`src/rtl/serial_adder_n_if.sv`:
```
// serial_adder_n_if: operand/result bundle for the bit-serial adder.
//
// Handshake: the master raises start_i together with sub_i/a_i/b_i/ci_i.
// The slave takes the request at a rising clock edge only while ready_o=1,
// so a request is accepted on an edge where start_i && ready_o. From that
// edge on, the operand lines are don't-care. done_o is a one-cycle pulse in
// the cycle that follows the update of sum_o/co_o (and ov_o). The request
// side needs no backpressure because done_o cannot be stalled.
//
// Optional feature macro: SERIAL_ADDER_OVERFLOW_EN adds the ov_o line.
interface serial_adder_n_if #(
  parameter int WIDTH = 8
);
  logic             start_i;
  logic             sub_i;
  logic [WIDTH-1:0] a_i;
  logic [WIDTH-1:0] b_i;
  logic             ci_i;
  logic             ready_o;
  logic             done_o;
  logic [WIDTH-1:0] sum_o;
  logic             co_o;
`ifdef SERIAL_ADDER_OVERFLOW_EN
  logic             ov_o;
`endif

  modport master (
    output start_i, sub_i, a_i, b_i, ci_i,
    input  ready_o, done_o, sum_o, co_o
`ifdef SERIAL_ADDER_OVERFLOW_EN
    , ov_o
`endif
  );

  modport slave (
    input  start_i, sub_i, a_i, b_i, ci_i,
    output ready_o, done_o, sum_o, co_o
`ifdef SERIAL_ADDER_OVERFLOW_EN
    , ov_o
`endif
  );
endinterface

```
`src/rtl/serial_adder_n.sv`:
```
// serial_adder_n: bit-serial N-bit adder/subtractor built around one
// full-adder cell. One operand bit pair is consumed per clock, LSB first.
// Subtraction is A + ~B + 1, so co_o=1 means "no borrow".
// Optional feature macro: SERIAL_ADDER_OVERFLOW_EN (signed overflow flag ov_o).
// dbg_state_o exposes the FSM state (0=IDLE, 1=RUN, 2=DONE).
module serial_adder_n #(
  parameter int WIDTH = 8
) (
  input  logic                  clk_i,
  input  logic                  rst_n_i,
  serial_adder_n_if.slave       bus,
  output logic [1:0]            dbg_state_o
);

  localparam int CNT_W = $clog2(WIDTH);

  typedef enum logic [1:0] {
    IDLE = 2'd0,
    RUN  = 2'd1,
    DONE = 2'd2
  } state_t;

  state_t             state_q, state_d;
  logic [CNT_W-1:0]   cnt_q, cnt_d;
  logic [WIDTH-1:0]   a_q, a_d;
  logic [WIDTH-1:0]   b_q, b_d;
  logic               carry_q, carry_d;
  logic [WIDTH-1:0]   res_q, res_d;
  logic [WIDTH-1:0]   sum_q, sum_d;
  logic               co_q, co_d;
`ifdef SERIAL_ADDER_OVERFLOW_EN
  logic               ov_q, ov_d;
`endif

  // The single full-adder cell, fed by the bit selected by the counter.
  logic a_bit, b_bit, fa_sum, fa_carry;
  assign a_bit    = a_q[cnt_q];
  assign b_bit    = b_q[cnt_q];
  assign fa_sum   = a_bit ^ b_bit ^ carry_q;
  assign fa_carry = (a_bit & b_bit) | (a_bit & carry_q) | (b_bit & carry_q);

  // State and datapath registers; reset clears everything and aborts any op.
  always_ff @(posedge clk_i) begin
    if (!rst_n_i) begin
      state_q <= IDLE;
      cnt_q   <= '0;
      a_q     <= '0;
      b_q     <= '0;
      carry_q <= 1'b0;
      res_q   <= '0;
      sum_q   <= '0;
      co_q    <= 1'b0;
`ifdef SERIAL_ADDER_OVERFLOW_EN
      ov_q    <= 1'b0;
`endif
    end else begin
      state_q <= state_d;
      cnt_q   <= cnt_d;
      a_q     <= a_d;
      b_q     <= b_d;
      carry_q <= carry_d;
      res_q   <= res_d;
      sum_q   <= sum_d;
      co_q    <= co_d;
`ifdef SERIAL_ADDER_OVERFLOW_EN
      ov_q    <= ov_d;
`endif
    end
  end

  // Next-state and datapath update: capture in IDLE, one bit per RUN edge,
  // publish the result on the last RUN edge.
  always_comb begin
    state_d = state_q;
    cnt_d   = cnt_q;
    a_d     = a_q;
    b_d     = b_q;
    carry_d = carry_q;
    res_d   = res_q;
    sum_d   = sum_q;
    co_d    = co_q;
`ifdef SERIAL_ADDER_OVERFLOW_EN
    ov_d    = ov_q;
`endif
    case (state_q)
      IDLE: begin
        if (bus.start_i) begin
          a_d     = bus.a_i;
          b_d     = bus.sub_i ? ~bus.b_i : bus.b_i;
          carry_d = bus.sub_i ? 1'b1 : bus.ci_i;
          cnt_d   = '0;
          state_d = RUN;
        end
      end
      RUN: begin
        res_d[cnt_q] = fa_sum;
        carry_d      = fa_carry;
        if (cnt_q == CNT_W'(WIDTH - 1)) begin
          // carry_q is the carry into the MSB, fa_carry the carry out of it.
          sum_d   = res_d;
          co_d    = fa_carry;
`ifdef SERIAL_ADDER_OVERFLOW_EN
          ov_d    = carry_q ^ fa_carry;
`endif
          cnt_d   = '0;
          state_d = DONE;
        end else begin
          cnt_d = cnt_q + CNT_W'(1);
        end
      end
      DONE: begin
        state_d = IDLE;
      end
      default: begin
        state_d = IDLE;
      end
    endcase
  end

  assign bus.ready_o = (state_q == IDLE);
  assign bus.done_o  = (state_q == DONE);
  assign bus.sum_o   = sum_q;
  assign bus.co_o    = co_q;
`ifdef SERIAL_ADDER_OVERFLOW_EN
  assign bus.ov_o    = ov_q;
`endif
  assign dbg_state_o = state_q;

endmodule

```
`src/flat_wrapper.sv`:
```
// flat-port wrapper written by rule: the top's interface ports become plain ports
module serial_adder_n_flat 
#(
  parameter int WIDTH = 8
)
  (clk_i, rst_n_i, dbg_state_o, bus_start_i, bus_sub_i, bus_a_i, bus_b_i, bus_ci_i, bus_ready_o, bus_done_o, bus_sum_o, bus_co_o);
  serial_adder_n_if #(.WIDTH(WIDTH)) bus_i ();
  input  logic clk_i;
  input  logic rst_n_i;
  output logic [1:0] dbg_state_o;
  input wire logic [$bits(bus_i.start_i)-1:0] bus_start_i;
  input wire logic [$bits(bus_i.sub_i)-1:0] bus_sub_i;
  input wire logic [$bits(bus_i.a_i)-1:0] bus_a_i;
  input wire logic [$bits(bus_i.b_i)-1:0] bus_b_i;
  input wire logic [$bits(bus_i.ci_i)-1:0] bus_ci_i;
  output wire logic [$bits(bus_i.ready_o)-1:0] bus_ready_o;
  output wire logic [$bits(bus_i.done_o)-1:0] bus_done_o;
  output wire logic [$bits(bus_i.sum_o)-1:0] bus_sum_o;
  output wire logic [$bits(bus_i.co_o)-1:0] bus_co_o;
  assign bus_i.start_i = bus_start_i;
  assign bus_i.sub_i = bus_sub_i;
  assign bus_i.a_i = bus_a_i;
  assign bus_i.b_i = bus_b_i;
  assign bus_i.ci_i = bus_ci_i;
  assign bus_ready_o = bus_i.ready_o;
  assign bus_done_o = bus_i.done_o;
  assign bus_sum_o = bus_i.sum_o;
  assign bus_co_o = bus_i.co_o;
  serial_adder_n #(.WIDTH(WIDTH)) u_core (.clk_i(clk_i), .rst_n_i(rst_n_i), .bus(bus_i), .dbg_state_o(dbg_state_o));
endmodule
```
`config.mk`:
```
export PLATFORM = sky130hd
export DESIGN_NAME = serial_adder_n_flat
export DESIGN_NICKNAME = d
export VERILOG_FILES = /design/src/rtl/serial_adder_n_if.sv /design/src/rtl/serial_adder_n.sv /design/src/flat_wrapper.sv
export SDC_FILE = /design/constraint.sdc
export NUM_CORES = 1
export LEC_CHECK = 0
export ABC_AREA = 0
export CAP_MARGIN = 15
export CORE_MARGIN = 2
export CORE_UTILIZATION = 28
export DETAILED_ROUTE_END_ITERATION = 10
export PLACE_DENSITY = 0.46
export SLEW_MARGIN = 20
export SYNTH_ARGS = -nofsm -noshare
export SYNTH_HDL_FRONTEND = slang
export SYNTH_SLANG_ARGS = --single-unit
```
`constraint.sdc`:
```
create_clock -name clk_i -period 3.05 [get_ports clk_i]
set_input_delay 0.61 -clock clk_i [delete_from_list [all_inputs] [get_ports clk_i]]
set_output_delay 0.61 -clock clk_i [all_outputs]
set_load 0.005 [all_outputs]
```
==> flow_summary.json <==
{
  "run_status": "finished clean",
  "syn-num-nets": 231,
  "worst_clock_skew_ns": 0.00902,
  "placed_cell_area_um2": 2280,
  "grt_max_degree": 40,
  "timing.final.hold_violations": 0,
  "yosys.area.top_type": "sky130_fd_sc_hd__dfxtp_1",
  "drc": 0,
  "min-delay-path-class": "reg -> reg",
  "number_of_antenna_violations_at_the_first_check_in_global_routing": 0,
  "dp.cells": 308,
  "worst_setup_path_end_kind": "flop",
  "global_route_met3_utilization": 0.0305,
  "post_synth_instance_area_um2": 1910,
  "cp_max_fo": 19,
  "post_route_cells_drive_above_1_share": 0.115,
  "clkTransAtPathRegs_ns": 0.07,
  "clock_insertion_delay_worst_skew_ns": 0.29,
  "postCtsHoldBufs": 0,
  "post_synth_main_area_contributors": "sky130_fd_sc_hd__dfxtp_1, sky130_fd_sc_hd__a21oi_1, sky130_fd_sc_hd__nand2_1, sky130_fd_sc_hd__a311oi_1, sky130_fd_sc_hd__o221ai_1",
  "cts.repair_timing.setup_buffer_count": 0,
  "die_footprint_um2": 7500,
  "worstMarginPinSlew_ns": 0.628,
  "final.period_utilization": 0.840,
  "die_w_um": 86.6,
  "cts-htree-levels": 2,
  "maxCapViolCount": 0,
  "port-buffer-count": 33,
  "syn2layout_area_growth_pct": 24.9,
  "worst_path_largest_cell_delay_ns": 0.73,
  "cp_slowest_cell": "sky130_fd_sc_hd__dfxtp_1",
  "chipHeight_um": 86.6,
  "postLayoutCellArea_um2": 2380,
  "worst-path-stages": 7,
  "min_path_cells": 2,
  "irDropWorstVdd_mv": 0.152,
  "list_of_cells_traversed_by_the_critical_path": "and2_2, a22oi_1, o221a_2, fa_1, nand2_1, o221ai_1, a21oi_1",
  "synthDistinctLibCells": 40,
  "start_kind": "flop",
  "final-instance-count-excl-fill": 315,
  "shortest_clock_period_the_worst_path_allows_after_layout_ns": 2.56,
  "seq_area_frac_synth": 0.409,
  "cp_num_buf_inv": 0,
  "busiest_layer": "met2",
  "n_antenna_cell": 0,
  "timing.critical_path.arrival_ns": 2.71,
  "leakage_nw": 0.803,
  "grt.met1_usage": 0.173,
  "number_of_buffers_inserted_during_clock_tree_synthesis": 5,
  "row_count": 30,
  "initialDrtViolationCount": 63,
  "overflow_left_after_global_routing": 0,
  "setup_tns_ns": 0,
  "use_met2": 0.192,
  "coreArea_um2": 6680,
  "cp.required_ns": 3.20,
  "start_util": 0.286,
  "cts_root_buf": "sky130_fd_sc_hd__clkbuf_8",
  "via_count": 1559,
  "track_usage": 0.125,
  "postLayoutCoreUtil": 0.357,
  "setup_violations": 0,
  "achievable-frequency_mhz": 390,
  "synthesis.yosys.warnings": 0,
  "postLayoutSetupSlackWorst_ns": 0.488,
  "cpLargestDelayFamily": "flip-flops",
  "rsz0062_at_grt": "no",
  "drt_antenna_net_count": 0,
  "via_count_of_the_first_global_routing_pass": 1438,
  "detailedPlacementHpwl_um": 3110,
  "numClockSinks": 39,
  "via_per_inst": 4.95,
  "ctsResizeCount": 0,
  "syn_avg_cell_area_um2": 9.22,
  "slew_viol_final": 0,
  "power_density_nw_per_um2": 470,
  "place_congestion": 0.793,
  "pre_cts_slack_ns": 0.506,
  "ys_seq_elements": 39,
  "timing.setup.critical_path_class": "reg -> reg",
  "final_routed_wirelength_um": 4490,
  "area_share_of_the_largest_cell_type_after_synthesis": 0.409,
  "dr.pass1.iters": 4,
  "worstRegToRegCells": 7,
  "maxSlewHeadroom": 0.581,
  "final_stage_net_count": 259,
  "io-pin-count": 34,
  "netlist_instances": 207,
  "wl_per_cell_um": 14.2,
  "clock_path_buffers": 2,
  "cts_tree": "built",
  "grt_first_pass_wirelength_um": 7270
}
-- cell usage after synthesis --
cell type,n
sky130_fd_sc_hd__mux4_2,2
sky130_fd_sc_hd__or3b_2,1
sky130_fd_sc_hd__nand4_1,1
sky130_fd_sc_hd__nand2b_1,3
sky130_fd_sc_hd__nand3_1,1
sky130_fd_sc_hd__buf_2,5
sky130_fd_sc_hd__buf_6,3
sky130_fd_sc_hd__a22oi_1,4
sky130_fd_sc_hd__nor3b_4,2
sky130_fd_sc_hd__dfxtp_1,39
sky130_fd_sc_hd__fa_1,1
sky130_fd_sc_hd__a311oi_1,8
sky130_fd_sc_hd__nor2b_1,3
sky130_fd_sc_hd__a211oi_2,4
sky130_fd_sc_hd__or2_2,1
sky130_fd_sc_hd__o221ai_1,8
sky130_fd_sc_hd__a21oi_1,24
sky130_fd_sc_hd__clkbuf_1,7
sky130_fd_sc_hd__a211oi_1,5
sky130_fd_sc_hd__buf_4,2
sky130_fd_sc_hd__o21ai_0,1
sky130_fd_sc_hd__nor3b_1,3
sky130_fd_sc_hd__nor2_1,16
sky130_fd_sc_hd__clkbuf_2,2
sky130_fd_sc_hd__inv_1,3
sky130_fd_sc_hd__o221a_2,1
sky130_fd_sc_hd__xnor2_1,8
sky130_fd_sc_hd__mux2_2,2
sky130_fd_sc_hd__and3b_1,5
sky130_fd_sc_hd__mux2i_1,4
sky130_fd_sc_hd__o31ai_1,1
sky130_fd_sc_hd__nand3b_1,1
sky130_fd_sc_hd__and2b_1,1
sky130_fd_sc_hd__and2_2,1
sky130_fd_sc_hd__and3_1,1
sky130_fd_sc_hd__nand2_1,27
sky130_fd_sc_hd__nor3_1,2
sky130_fd_sc_hd__o21a_1,1
sky130_fd_sc_hd__ha_1,2
sky130_fd_sc_hd__o21bai_1,1
-- worst paths after layout --
kind                                     from                                to  slack (ns)
max reg2reg      u_core.cnt_q[1]$_SDFFE_PN0P_  u_core.bus.sum_o[7]$_SDFFE_PN0P_        0.49
min          u_core.bus.sum_o[5]$_SDFFE_PN0P_  u_core.bus.sum_o[5]$_SDFFE_PN0P_        0.45
min reg2reg  u_core.bus.sum_o[5]$_SDFFE_PN0P_  u_core.bus.sum_o[5]$_SDFFE_PN0P_        0.45
max              u_core.cnt_q[1]$_SDFFE_PN0P_  u_core.bus.sum_o[7]$_SDFFE_PN0P_        0.49
-- where the power goes --
part | internal [mW] | switching [mW] | total [mW]
clock | 0.240 | 0.176 | 0.416
sequential | 0.530 | 0.0207 | 0.550
combinational | 0.0784 | 0.0756 | 0.154
total | 0.848 | 0.272 | 1.12
-- through the flow --
stage	power, mW	hold slack (ns)
6_report	1.12	0.451
5_1_grt	1.17	0.468
4_1_cts	1.13	0.455
3_5_place_dp	0.717	0.445
3_3_place_gp	0.716	0.449
2_1_floorplan	0.657	0.433
-- per-layer routing --
| metal | up-vias | wire (um) |
|---|---|---|
| li1 | 801 | - |
| met1 | 717 | 2260 |
| met2 | 34 | 2010 |
| met3 | 7 | 176 |
| met4 | 0 | 47 |
| met5 | - | 0 |
-- logic make-up (layout without fill, tap and decap cells) --
| logic type | count (synthesis) | count (layout) | share of synthesized area |
|---|---|---|---|
| AO/OA/AOI/OAI | 58 | 58 | 0.218 |
| XOR/XNOR | 8 | 8 | 0.0367 |
| AND/OR/NAND/NOR | 69 | 69 | 0.193 |
| adder cells (fa/ha/maj) | 3 | 3 | 0.0236 |
| buffers and inverters | 22 | 50 | 0.0636 |
| multiplexers | 8 | 8 | 0.0564 |
| flip-flops | 39 | 39 | 0.409 |
-- sequential cells by signal (all words and copies together), names as in the netlist --
register	cells
u_core.res_q	8
u_core.dbg_state_o	2
u_core.cnt_q	3
u_core.bus.sum_o	8
u_core.a_q	8
u_core.bus.co_o	1
u_core.b_q	8
u_core.carry_q	1
-- cell usage in the layout (no fill, tap or decap), types with 3 or more instances in the layout --
cell type,synthesis,final
sky130_fd_sc_hd__a211oi_1,5,5
sky130_fd_sc_hd__a211oi_2,4,4
sky130_fd_sc_hd__a21oi_1,24,24
sky130_fd_sc_hd__a22oi_1,4,4
sky130_fd_sc_hd__a311oi_1,8,8
sky130_fd_sc_hd__and3b_1,5,5
sky130_fd_sc_hd__buf_4,2,7
sky130_fd_sc_hd__clkbuf_8,0,5
sky130_fd_sc_hd__clkdlybuf4s50_1,0,33
sky130_fd_sc_hd__dfxtp_1,39,39
sky130_fd_sc_hd__inv_1,3,3
sky130_fd_sc_hd__mux2i_1,4,4
sky130_fd_sc_hd__nand2_1,27,27
sky130_fd_sc_hd__nand2b_1,3,3
sky130_fd_sc_hd__nor2_1,16,16
sky130_fd_sc_hd__nor2b_1,3,3
sky130_fd_sc_hd__nor3b_1,3,3
sky130_fd_sc_hd__o221ai_1,8,8
sky130_fd_sc_hd__xnor2_1,8,8
-- cell type report --
class / instances / area (um2)
timing repair buffer: 40 / 383
sequential: 39 / 781
fill: 696 / 4300
tap: 80 / 100
inverter: 3 / 11.3
clock inverter: 1 / 30.0
clock buffer: 6 / 72.6
multi-input combinational: 146 / 1010
-- worst min-delay path, delay by kind of cell, from the launching register on --
family             cells  cell delay [ns]
AOI/OAI and AO/OA      1             0.05
DFF                    1             0.31
and+or+nand+nor        1             0.05
No activity file was read; power rests on OpenSTA's default activity.
